`src/rtl/stopwatch_ctrl_pkg.sv`:
```
// Shared definitions for the stopwatch controller: state encoding,
// parameter defaults and the button-event priority ordering.
package stopwatch_ctrl_pkg;

  // Default timing: 50 MHz clock, 1 ms tick, 4 ms debounce window.
  localparam int unsigned TICK_DIV_DEF = 50000;
  localparam int unsigned DEB_MS_DEF   = 4;

  // Encoding is visible on the state output and must stay fixed.
  typedef enum logic [1:0] {
    ST_IDLE  = 2'd0,
    ST_RUN   = 2'd1,
    ST_PAUSE = 2'd2,
    ST_LAP   = 2'd3
  } state_e;

  // Winning button event of a cycle.
  typedef enum logic [2:0] {
    EV_NONE  = 3'd0,
    EV_CLR   = 3'd1,
    EV_STOP  = 3'd2,
    EV_START = 3'd3,
    EV_LAP   = 3'd4
  } evt_e;

  // Resolve same-cycle events: clr > stop > start > lap.
  function automatic evt_e pick_event(input logic clr, input logic stop,
                                      input logic start, input logic lap);
    if (clr)        return EV_CLR;
    else if (stop)  return EV_STOP;
    else if (start) return EV_START;
    else if (lap)   return EV_LAP;
    else            return EV_NONE;
  endfunction

endpackage

```
`src/rtl/stopwatch_ctrl_if.sv`:
```
// Button / digit-chain signal bundle between the stopwatch controller
// (slave side) and the board-level logic driving it (master side).
interface stopwatch_ctrl_if;

  logic       start_btn;
  logic       stop_btn;
  logic       clr_btn;
  logic       lap_btn;
  logic       digit_ovf;
  logic       cnt_en;
  logic       cnt_clr;
  logic       freeze;
  logic       running;
  logic [1:0] state;

  modport master (
    output start_btn, stop_btn, clr_btn, lap_btn, digit_ovf,
    input  cnt_en, cnt_clr, freeze, running, state
  );

  modport slave (
    input  start_btn, stop_btn, clr_btn, lap_btn, digit_ovf,
    output cnt_en, cnt_clr, freeze, running, state
  );

endinterface

```
`src/rtl/stopwatch_ctrl_btn_debounce.sv`:
```
// Per-button conditioning: 2-flop synchronizer, stable-level counter
// stepped by the shared ms tick, and a one-cycle rising-edge event.
module btn_debounce
  import stopwatch_ctrl_pkg::*;
#(
  parameter int unsigned DEB_MS = DEB_MS_DEF
) (
  input  logic clk,
  input  logic reset,
  input  logic btn_i,
  input  logic tick_i,
  output logic evt_o
);

  localparam int unsigned   CW       = $clog2(DEB_MS + 1);
  localparam logic [CW-1:0] CNT_LAST = CW'(DEB_MS - 1);

  logic          sync1_q, sync2_q;
  logic          level_q, level_d;
  logic          armed_q, armed_d;
  logic          evt_q, evt_d;
  logic [CW-1:0] cnt_q, cnt_d;

  // Two-stage synchronizer for the raw asynchronous button.
  always_ff @(posedge clk or negedge reset) begin
    if (!reset) begin
      sync1_q <= 1'b0;
      sync2_q <= 1'b0;
    end else begin
      sync1_q <= btn_i;
      sync2_q <= sync1_q;
    end
  end

  // Level acceptance after DEB_MS agreeing ticks; a button held through
  // reset stays disarmed until a released level has been seen at a tick.
  always_comb begin
    level_d = level_q;
    armed_d = armed_q;
    cnt_d   = cnt_q;
    evt_d   = 1'b0;
    if (sync2_q == level_q) begin
      cnt_d = '0;
      if (tick_i && !sync2_q) armed_d = 1'b1;
    end else if (tick_i) begin
      if (cnt_q == CNT_LAST) begin
        level_d = sync2_q;
        cnt_d   = '0;
        evt_d   = sync2_q & armed_q;
      end else begin
        cnt_d = cnt_q + CW'(1);
      end
    end
  end

  // Debounce state registers.
  always_ff @(posedge clk or negedge reset) begin
    if (!reset) begin
      level_q <= 1'b0;
      armed_q <= 1'b0;
      cnt_q   <= '0;
      evt_q   <= 1'b0;
    end else begin
      level_q <= level_d;
      armed_q <= armed_d;
      cnt_q   <= cnt_d;
      evt_q   <= evt_d;
    end
  end

  assign evt_o = evt_q;

endmodule

```
`src/rtl/stopwatch_ctrl.sv`:
```
// Stopwatch control FSM with button debouncing and ms count-enable
// generation for an external BCD digit chain.
// Optional lap feature: define STOPWATCH_LAP_EN.
module stopwatch_ctrl
  import stopwatch_ctrl_pkg::*;
#(
  parameter int unsigned TICK_DIV = TICK_DIV_DEF,
  parameter int unsigned DEB_MS   = DEB_MS_DEF
) (
  input  logic             clk,
  input  logic             reset,
  stopwatch_ctrl_if.slave  sw
);

  localparam int unsigned   PW       = (TICK_DIV > 1) ? $clog2(TICK_DIV) : 1;
  localparam logic [PW-1:0] PRE_LAST = PW'(TICK_DIV - 1);

`ifdef STOPWATCH_LAP_EN
  localparam bit LAP_EN = 1'b1;
`else
  localparam bit LAP_EN = 1'b0;
`endif

  logic [PW-1:0] dpre_q, dpre_d;
  logic [PW-1:0] cpre_q, cpre_d;
  logic          ms_tick;
  logic          start_evt, stop_evt, clr_evt, lap_evt;
  state_e        state_q, state_d;
  logic          freeze_q, freeze_d;
  logic          cnt_clr_q, cnt_clr_d;
  logic          run_st;
  evt_e          evt;

  // Free-running debounce prescaler; its wrap is the shared ms tick.
  always_comb begin
    dpre_d = (dpre_q == PRE_LAST) ? '0 : dpre_q + PW'(1);
  end

  assign ms_tick = (dpre_q == PRE_LAST);

  btn_debounce #(.DEB_MS(DEB_MS)) u_deb_start (
    .clk(clk), .reset(reset), .btn_i(sw.start_btn), .tick_i(ms_tick), .evt_o(start_evt)
  );
  btn_debounce #(.DEB_MS(DEB_MS)) u_deb_stop (
    .clk(clk), .reset(reset), .btn_i(sw.stop_btn), .tick_i(ms_tick), .evt_o(stop_evt)
  );
  btn_debounce #(.DEB_MS(DEB_MS)) u_deb_clr (
    .clk(clk), .reset(reset), .btn_i(sw.clr_btn), .tick_i(ms_tick), .evt_o(clr_evt)
  );

`ifdef STOPWATCH_LAP_EN
  btn_debounce #(.DEB_MS(DEB_MS)) u_deb_lap (
    .clk(clk), .reset(reset), .btn_i(sw.lap_btn), .tick_i(ms_tick), .evt_o(lap_evt)
  );
`else
  logic lap_unused;
  assign lap_unused = sw.lap_btn;
  assign lap_evt    = 1'b0;
`endif

  assign run_st = (state_q == ST_RUN) || (state_q == ST_LAP);
  assign evt    = pick_event(clr_evt, stop_evt, start_evt, lap_evt);

  // Next-state logic: clr beats a digit overflow, which beats all other events.
  always_comb begin
    state_d   = state_q;
    freeze_d  = freeze_q;
    cnt_clr_d = 1'b0;
    if (evt == EV_CLR) begin
      state_d   = ST_IDLE;
      freeze_d  = 1'b0;
      cnt_clr_d = 1'b1;
    end else if (run_st && sw.digit_ovf) begin
      state_d = ST_PAUSE;
    end else begin
      unique case (state_q)
        ST_IDLE: begin
          if (evt == EV_START) state_d = ST_RUN;
        end
        ST_RUN: begin
          if (evt == EV_STOP) begin
            state_d = ST_PAUSE;
          end else if (evt == EV_LAP) begin
            state_d  = ST_LAP;
            freeze_d = 1'b1;
          end
        end
        ST_LAP: begin
          if (evt == EV_STOP) begin
            state_d = ST_PAUSE;
          end else if (evt == EV_LAP) begin
            state_d  = ST_RUN;
            freeze_d = 1'b0;
          end
        end
        ST_PAUSE: begin
          if (evt == EV_START) begin
            state_d  = ST_RUN;
            freeze_d = 1'b0;
          end else if (evt == EV_LAP) begin
            freeze_d = 1'b0;
          end
        end
        default: state_d = ST_IDLE;
      endcase
    end
  end

  // Count prescaler: advances only while counting; a digit_ovf cycle is not
  // counted, so a resumed run starts a full ms from where it stopped.
  always_comb begin
    cpre_d = cpre_q;
    if (cnt_clr_q) begin
      cpre_d = '0;
    end else if (run_st && !sw.digit_ovf) begin
      cpre_d = (cpre_q == PRE_LAST) ? '0 : cpre_q + PW'(1);
    end
  end

  // State, prescaler and pulse registers.
  always_ff @(posedge clk or negedge reset) begin
    if (!reset) begin
      state_q   <= ST_IDLE;
      freeze_q  <= 1'b0;
      cnt_clr_q <= 1'b0;
      dpre_q    <= '0;
      cpre_q    <= '0;
    end else begin
      state_q   <= state_d;
      freeze_q  <= freeze_d;
      cnt_clr_q <= cnt_clr_d;
      dpre_q    <= dpre_d;
      cpre_q    <= cpre_d;
    end
  end

  assign sw.cnt_en  = run_st && (cpre_q == PRE_LAST) && !sw.digit_ovf;
  assign sw.cnt_clr = cnt_clr_q;
  assign sw.freeze  = LAP_EN ? freeze_q : 1'b0;
  assign sw.running = run_st;
  assign sw.state   = state_q;

endmodule

```
`src/flat_wrapper.sv`:
```
// flat-port wrapper written by rule: the top's interface ports become plain ports
module stopwatch_ctrl_flat import stopwatch_ctrl_pkg::*;
#(
  parameter int unsigned TICK_DIV = TICK_DIV_DEF,
  parameter int unsigned DEB_MS   = DEB_MS_DEF
)
  (clk, reset, sw_start_btn, sw_stop_btn, sw_clr_btn, sw_lap_btn, sw_digit_ovf, sw_cnt_en, sw_cnt_clr, sw_freeze, sw_running, sw_state);
  stopwatch_ctrl_if sw_i ();
  input  logic clk;
  input  logic reset;
  input wire logic [$bits(sw_i.start_btn)-1:0] sw_start_btn;
  input wire logic [$bits(sw_i.stop_btn)-1:0] sw_stop_btn;
  input wire logic [$bits(sw_i.clr_btn)-1:0] sw_clr_btn;
  input wire logic [$bits(sw_i.lap_btn)-1:0] sw_lap_btn;
  input wire logic [$bits(sw_i.digit_ovf)-1:0] sw_digit_ovf;
  output wire logic [$bits(sw_i.cnt_en)-1:0] sw_cnt_en;
  output wire logic [$bits(sw_i.cnt_clr)-1:0] sw_cnt_clr;
  output wire logic [$bits(sw_i.freeze)-1:0] sw_freeze;
  output wire logic [$bits(sw_i.running)-1:0] sw_running;
  output wire logic [$bits(sw_i.state)-1:0] sw_state;
  assign sw_i.start_btn = sw_start_btn;
  assign sw_i.stop_btn = sw_stop_btn;
  assign sw_i.clr_btn = sw_clr_btn;
  assign sw_i.lap_btn = sw_lap_btn;
  assign sw_i.digit_ovf = sw_digit_ovf;
  assign sw_cnt_en = sw_i.cnt_en;
  assign sw_cnt_clr = sw_i.cnt_clr;
  assign sw_freeze = sw_i.freeze;
  assign sw_running = sw_i.running;
  assign sw_state = sw_i.state;
  stopwatch_ctrl #(.TICK_DIV(TICK_DIV), .DEB_MS(DEB_MS)) u_core (.clk(clk), .reset(reset), .sw(sw_i));
endmodule
```
`config.mk`:
```
export PLATFORM = sky130hd
export DESIGN_NAME = stopwatch_ctrl_flat
export DESIGN_NICKNAME = d
export VERILOG_FILES = /design/src/rtl/stopwatch_ctrl_pkg.sv /design/src/rtl/stopwatch_ctrl_if.sv /design/src/rtl/stopwatch_ctrl_btn_debounce.sv /design/src/rtl/stopwatch_ctrl.sv /design/src/flat_wrapper.sv
export SDC_FILE = /design/constraint.sdc
export NUM_CORES = 1
export LEC_CHECK = 0
export ABC_CLOCK_PERIOD_IN_PS = 3000
export CAP_MARGIN = 15
export CORE_MARGIN = 2
export CORE_UTILIZATION = 64
export DETAILED_ROUTE_END_ITERATION = 10
export GPL_ROUTABILITY_DRIVEN = 0
export GPL_TIMING_DRIVEN = 0
export PLACE_DENSITY = 0.91
export SYNTH_ARGS = -nofsm -noshare
export SYNTH_HDL_FRONTEND = slang
export SYNTH_SLANG_ARGS = --single-unit
```
`constraint.sdc`:
```
create_clock -name clk -period 3 [get_ports clk]
set_clock_uncertainty 0.1 [all_clocks]
set_input_delay 0.6 -clock clk [delete_from_list [all_inputs] [get_ports clk]]
set_output_delay 0.6 -clock clk [all_outputs]
set_load 0.03 [all_outputs]
```
==> reports/metrics.cfg, run 1 <==
[grt]
grt_pass1_wl_um=9830
grt_max_degree=36
antenna_found_initial=0
overflow=0
grt_usage_pct=25.9
grt_pass1_vias=2132

[status]
status=complete, no violations

[worst_setup_path]
worst_r2r_path_depth=6
required_ns=2.30
rr_startpoint=u_core.dpre_q[0]
regToRegEndpoint=u_core.u_deb_clr.evt_o
crit_family=buffers and inverters
cp-start-kind=input pin
cp_num_cells=5
cpMaxStageDelayCell=clkdlybuf4s50_1
crit_start=sw_digit_ovf
crit_arrival_ns=2.16
crit_path_max_fanout=10
worst-r2r-setup-slack_ns=0.81
path_buf_inv=3
cpPeakStageDelay_ns=0.49
crit_path_end_kind=output port
path_cells=clkdlybuf4s50_1 > nand2b_1 > clkbuf_2 > nor2_1 > dlygate4sd2_1
path_class=in2out

[clock_network]
cts_tree=yes
clock_latency_ns=0.34
clk_pin_slew_ns=0.06
post_cts_buffers=0
ctsHoldBuffers=0
cts.sinks=59
clock-root-buffer=clkbuf_8
clock_path_buffers=2
numCtsBuffers=9
post_cts_resize_count=2
h-tree-depth=3

[detailed_routing]
postRouteAntennaNets=0
drt-total-wl_um=5740
drc=0
drt_iter0_markers=335
wl_per_cell_um=16.7
first_pass_iters=4
vias=2166
viasPerCell=6.30

[sta]
post-route-period-util_pct=95.3
hold_viol_final=0
rsz0062_at_grt=false
final_max_slew_viol_count=0
tightest_slew_ns=0.573
setup_viol=0
fin_tns_setup_ns=0
max_slew_margin_pct=61.8
timing.fmax_ghz=0.350
period_minus_slack_ns=2.86
hold_slack_ns=0.152

[yosys]
avgSynthCellArea_um2=10.4
syn_nets=280
yosysMostFrequentCell=dfrtp_1
synth.area.top_cells=dfrtp_1, a21oi_1, xnor2_1
synth-edff-count=0
syn_area_um2=2780
synthFlopType=dfrtp_1
synthTopCellsByCount=dfrtp_1, a21oi_1, nand2_1, nor2_1, nand3_1
synth-seq-cells=59
async_flop_share_pct=100
ys_warn_count=0
synth_cell_types=45
ys_seq_area_share_pct=53.1
yosys.area.top_type=dfrtp_1
netlist.area_leader.share_pct=53.1
postSynthCellCount=268

[final_layout]
seq_area_um2=1480
antenna_cells=0
drive_above_1_share_pct=9.86
multi_input_area_um2=1220
final_nets=301
finish.utilization_pct=77.4
fill_cells=249
area_delta_synth_final_pct=13.7

[die]
coreArea_um2=4090
die-area_um2=4890
fp.dieH_um=69.9
die_w_um=69.9
start_util_pct=68.1
io_pins=13
row_count=23

[run]
max_cap_viol_count=0

[power_and_ir_drop]
power.density_nw_per_um2=505
peakVddDrop_mv=0.378
power_leakage_nw=1.34

[place]
port_buffers=10
hpwl_um=3810

[min_path]
hold_class=in2async

where the power goes:
group | internal [W] | switching, W | total, W
clock network | 0.000453 | 0.000289 | 0.000741
logic | 0.0000166 | 0.0000270 | 0.0000436
registers | 0.000805 | 0.00000869 | 0.000813
total | 0.00127 | 0.000324 | 0.00160
registers in the layout (all words and copies together), names as in the netlist, 2 cells and up:
| signal | count |
|---|---|
| u_core.u_deb_clr.cnt_q | 3 |
| u_core.u_deb_stop.cnt_q | 3 |
| u_core.dpre_q | 16 |
| u_core.u_deb_start.cnt_q | 3 |
| u_core.sw.state | 2 |
| u_core.cpre_q | 16 |
layer usage:
layer / global-route usage, % / wire [um] / part of all wire [%]
met4: 9.83 / 122 / 2.1
met2: 39.9 / 2770 / 48
met1: 34.1 / 2500 / 44
met5: 0 / 0 / 0
met3: 8.80 / 351 / 6.1
area by class of cell:
cell class	instances	area share (%)
buffer	11	1.54
multi-input combinational	187	38.5
tap	50	1.98
clock buffer	15	5.58
inverter	10	1.19
sequential	59	46.7
timing repair buffer	11	3.60
clock inverter	1	0.949
cell usage in the layout, fill, tap and decap left out, types with 6 or more instances in the layout:
cell / instances
o32ai_1: 7
clkbuf_8: 12
a21oi_1: 25
nand4_1: 8
or3_1: 12
inv_1: 10
nand2_1: 23
nor2_1: 14
dfrtp_1: 59
xnor2_1: 10
o31ai_1: 6
nand3_1: 13
clkdlybuf4s50_1: 8
clkbuf_1: 9
xor2_1: 6
cells by family (layout without fill, tap and decap cells):
family / after synthesis / after routing / share of synthesized area [%]
AOI/OAI and AO/OA: 47 / 47 / 10.7
muxes: 4 / 4 / 1.62
xor gates and xnor gates: 16 / 16 / 5.04
DFF: 59 / 59 / 53.1
and+or+nand+nor: 114 / 114 / 24.0
buffers and inverters: 22 / 48 / 3.19
adders and majority gates: 5 / 5 / 2.25
other: 1 / 1 / 0.135
metrics by stage:
stage	instance area [um2]	total power (W)	std cells	worst slack (ns)
after floorplan	2780	0.000840	268	0.772
after global placement	2950	0.000866	328	-0.488
after detailed placement	2960	0.000871	329	-0.376
after CTS	3160	0.00161	344	0.152
after global routing	3160	0.00167	344	0.0821
final	3160	0.00160	344	0.140
worst reg2reg max path: stages, from the launching register on:
cell      delay [ns]
dfrtp_1         0.39
ha_1            0.20
and3_1          0.16
clkbuf_1        0.25
nand4_1         0.35
clkbuf_1        0.34
nor3_1          0.30
how the worst max path moves through the flow:
stage	endpoint	slack, ns
floorplan	sw_cnt_en	0.77
CTS	sw_cnt_en	0.15
detailed placement	sw_cnt_en	-0.38
global route	sw_cnt_en	0.08
global placement	u_core.u_deb_clr.cnt_q[2]	-0.49
finish	sw_cnt_en	0.14
(Power assumes the default switching activity.)
==> inputs of run 2 (changes only) <==
- SYNTH_HIERARCHICAL: default -> 1
==> reports/metrics.cfg, run 2 <==
[final_layout]
final_nets=294
top_regs=u_core/cpre_q x16, u_core/dpre_q x16
finish.utilization_pct=77.1
drive_above_1_share_pct=15.4
antenna_cells=0
area_delta_synth_final_pct=13.5
stdcell_area_um2=3150
final_cell_mix=dfrtp_1, nor2_1, nand2_1, xnor2_1
final_common_cell=dfrtp_1
fill_cells=254

[sta]
final_max_slew_viol_count=0
tightest_slew_ns=0.562
post-route-period-util_pct=92.2
hold_slack_ns=0.112
hold_viol_final=0
max_slew_margin_pct=62.4
setup_viol=0
rsz0062_at_grt=false
period_minus_slack_ns=2.77
timing.fmax_ghz=0.361

[worst_setup_path]
crit_path_end_kind=output port
path_class=reg2out
crit_path_max_fanout=8
cp-start-kind=flop
required_ns=2.30
crit_arrival_ns=2.07

[yosys]
avgSynthCellArea_um2=10.7
synth-seq-cells=59
ys_warn_count=6
yosysMostFrequentCell=dfrtp_1
syn_nets=271
syn_area_um2=2780
postSynthCellCount=259
synthFlopType=dfrtp_1
yosys.area.top_type=dfrtp_1
synth.area.top_cells=dfrtp_1, nor2_1, xnor2_1
synthTopCellsByCount=dfrtp_1, nor2_1, nand2_1, xnor2_1
synth_cell_types=54
async_flop_share_pct=100
netlist.area_leader.share_pct=53.2
ys_seq_area_share_pct=53.2
synth-edff-count=0

[clock_network]
clock-root-buffer=clkbuf_8
cts_tree=yes
clk_pin_slew_ns=0.06
h-tree-depth=3
post_cts_buffers=0
clock_latency_ns=0.33
cts.sinks=59
post_cts_resize_count=2
numCtsBuffers=9
ctsHoldBuffers=0
clock_path_buffers=2

[grt]
grt_usage_pct=22.5
overflow=0
antenna_found_initial=0
grt_pass1_wl_um=8670
grt_pass1_vias=2023
grt_max_degree=42

[detailed_routing]
drt-total-wl_um=4930
drc=0
wl_per_cell_um=14.7
first_pass_iters=4
drt_iter0_markers=171
vias=2033
postRouteAntennaNets=0
viasPerCell=6.07

[place]
placed_cell_area_um2=2960
port_buffers=10
hpwl_um=3340

[die]
coreArea_um2=4090
row_count=23
die-area_um2=4880
fp.dieH_um=69.9
start_util_pct=67.9
die_w_um=69.9
io_pins=13

[min_path]
hold_class=in2async

[power_and_ir_drop]
power_leakage_nw=1.39
peakVddDrop_mv=0.359
power.density_nw_per_um2=527

[status]
status=complete, no violations

[run]
max_cap_viol_count=0

## run 2: logic make-up after synthesis
family	count (synthesis)	share of synthesized area, %
other	1	0.135
adders and majority gates	5	2.25
and+or+nand+nor	115	24.1
muxes	7	2.71
buffers and inverters	13	2.03
AOI/OAI and AO/OA	40	9.56
xor gates and xnor gates	19	6.00
DFF	59	53.2
## run 2: area by class of cell
class | instances | area (um2) | share of cell area (%)
timing repair buffer | 12 | 125 | 3.97
multi-input combinational | 187 | 1250 | 39.6
tap | 50 | 62.6 | 1.99
inverter | 6 | 22.5 | 0.715
sequential | 59 | 1480 | 46.9
clock buffer | 11 | 141 | 4.49
clock inverter | 3 | 40.0 | 1.27
buffer | 7 | 33.8 | 1.07
## run 2: metal layers
metal	up-vias	wire, um	GRT usage (%)
li1	975	-	-
met1	990	2250	28.9
met2	58	2360	34.6
met3	10	201	5.19
met4	0	119	14.1
met5	-	0	0
## run 2: per-stage QoR
step	cells	power [W]	setup WS (ns)	setup TNS, ns
detailed placement	321	0.00100	0.0756	0
finish	335	0.00166	0.233	0
CTS	335	0.00168	0.241	0
floorplan	259	0.000948	0.399	0
global placement	319	0.000996	-0.513	-30.09
global route	335	0.00173	0.119	0
## run 2: power by group
part	internal (W)	switching [W]	leakage, nW
Combinational	0.0000526	0.0000684	0.519
Sequential	0.000827	0.0000406	0.779
Clock	0.000394	0.000279	0.0950
Total	0.00127	0.000388	1.39
## run 2: worst paths after layout
kind / start / to / slack, ns / cells after the start
setup / recovery: u_core/cpre_q[10] / sw_cnt_en / 0.23 / 5
hold / removal: reset / u_core/dpre_q[7] / 0.11 / 1
setup reg to reg: u_core/dpre_q[10] / u_core/u_deb_start/level_q / 0.44 / 7
hold reg to reg: u_core/u_deb_start/sync1_q / u_core/u_deb_start/sync2_q / 0.25 / 0
max in group asynchronous: reset / u_core/cpre_q[1] / 2.12 / 2
min in group clk: u_core/u_deb_start/sync1_q / u_core/u_deb_start/sync2_q / 0.25 / 0
## run 2: critical path: stages (launching register included)
cell and delay [ns]:
dfrtp_1 0.36, buf_2 0.17, nor4b_2 0.38, nand4_1 0.27, nor2_1 0.15, dlygate4sd2_1 0.41
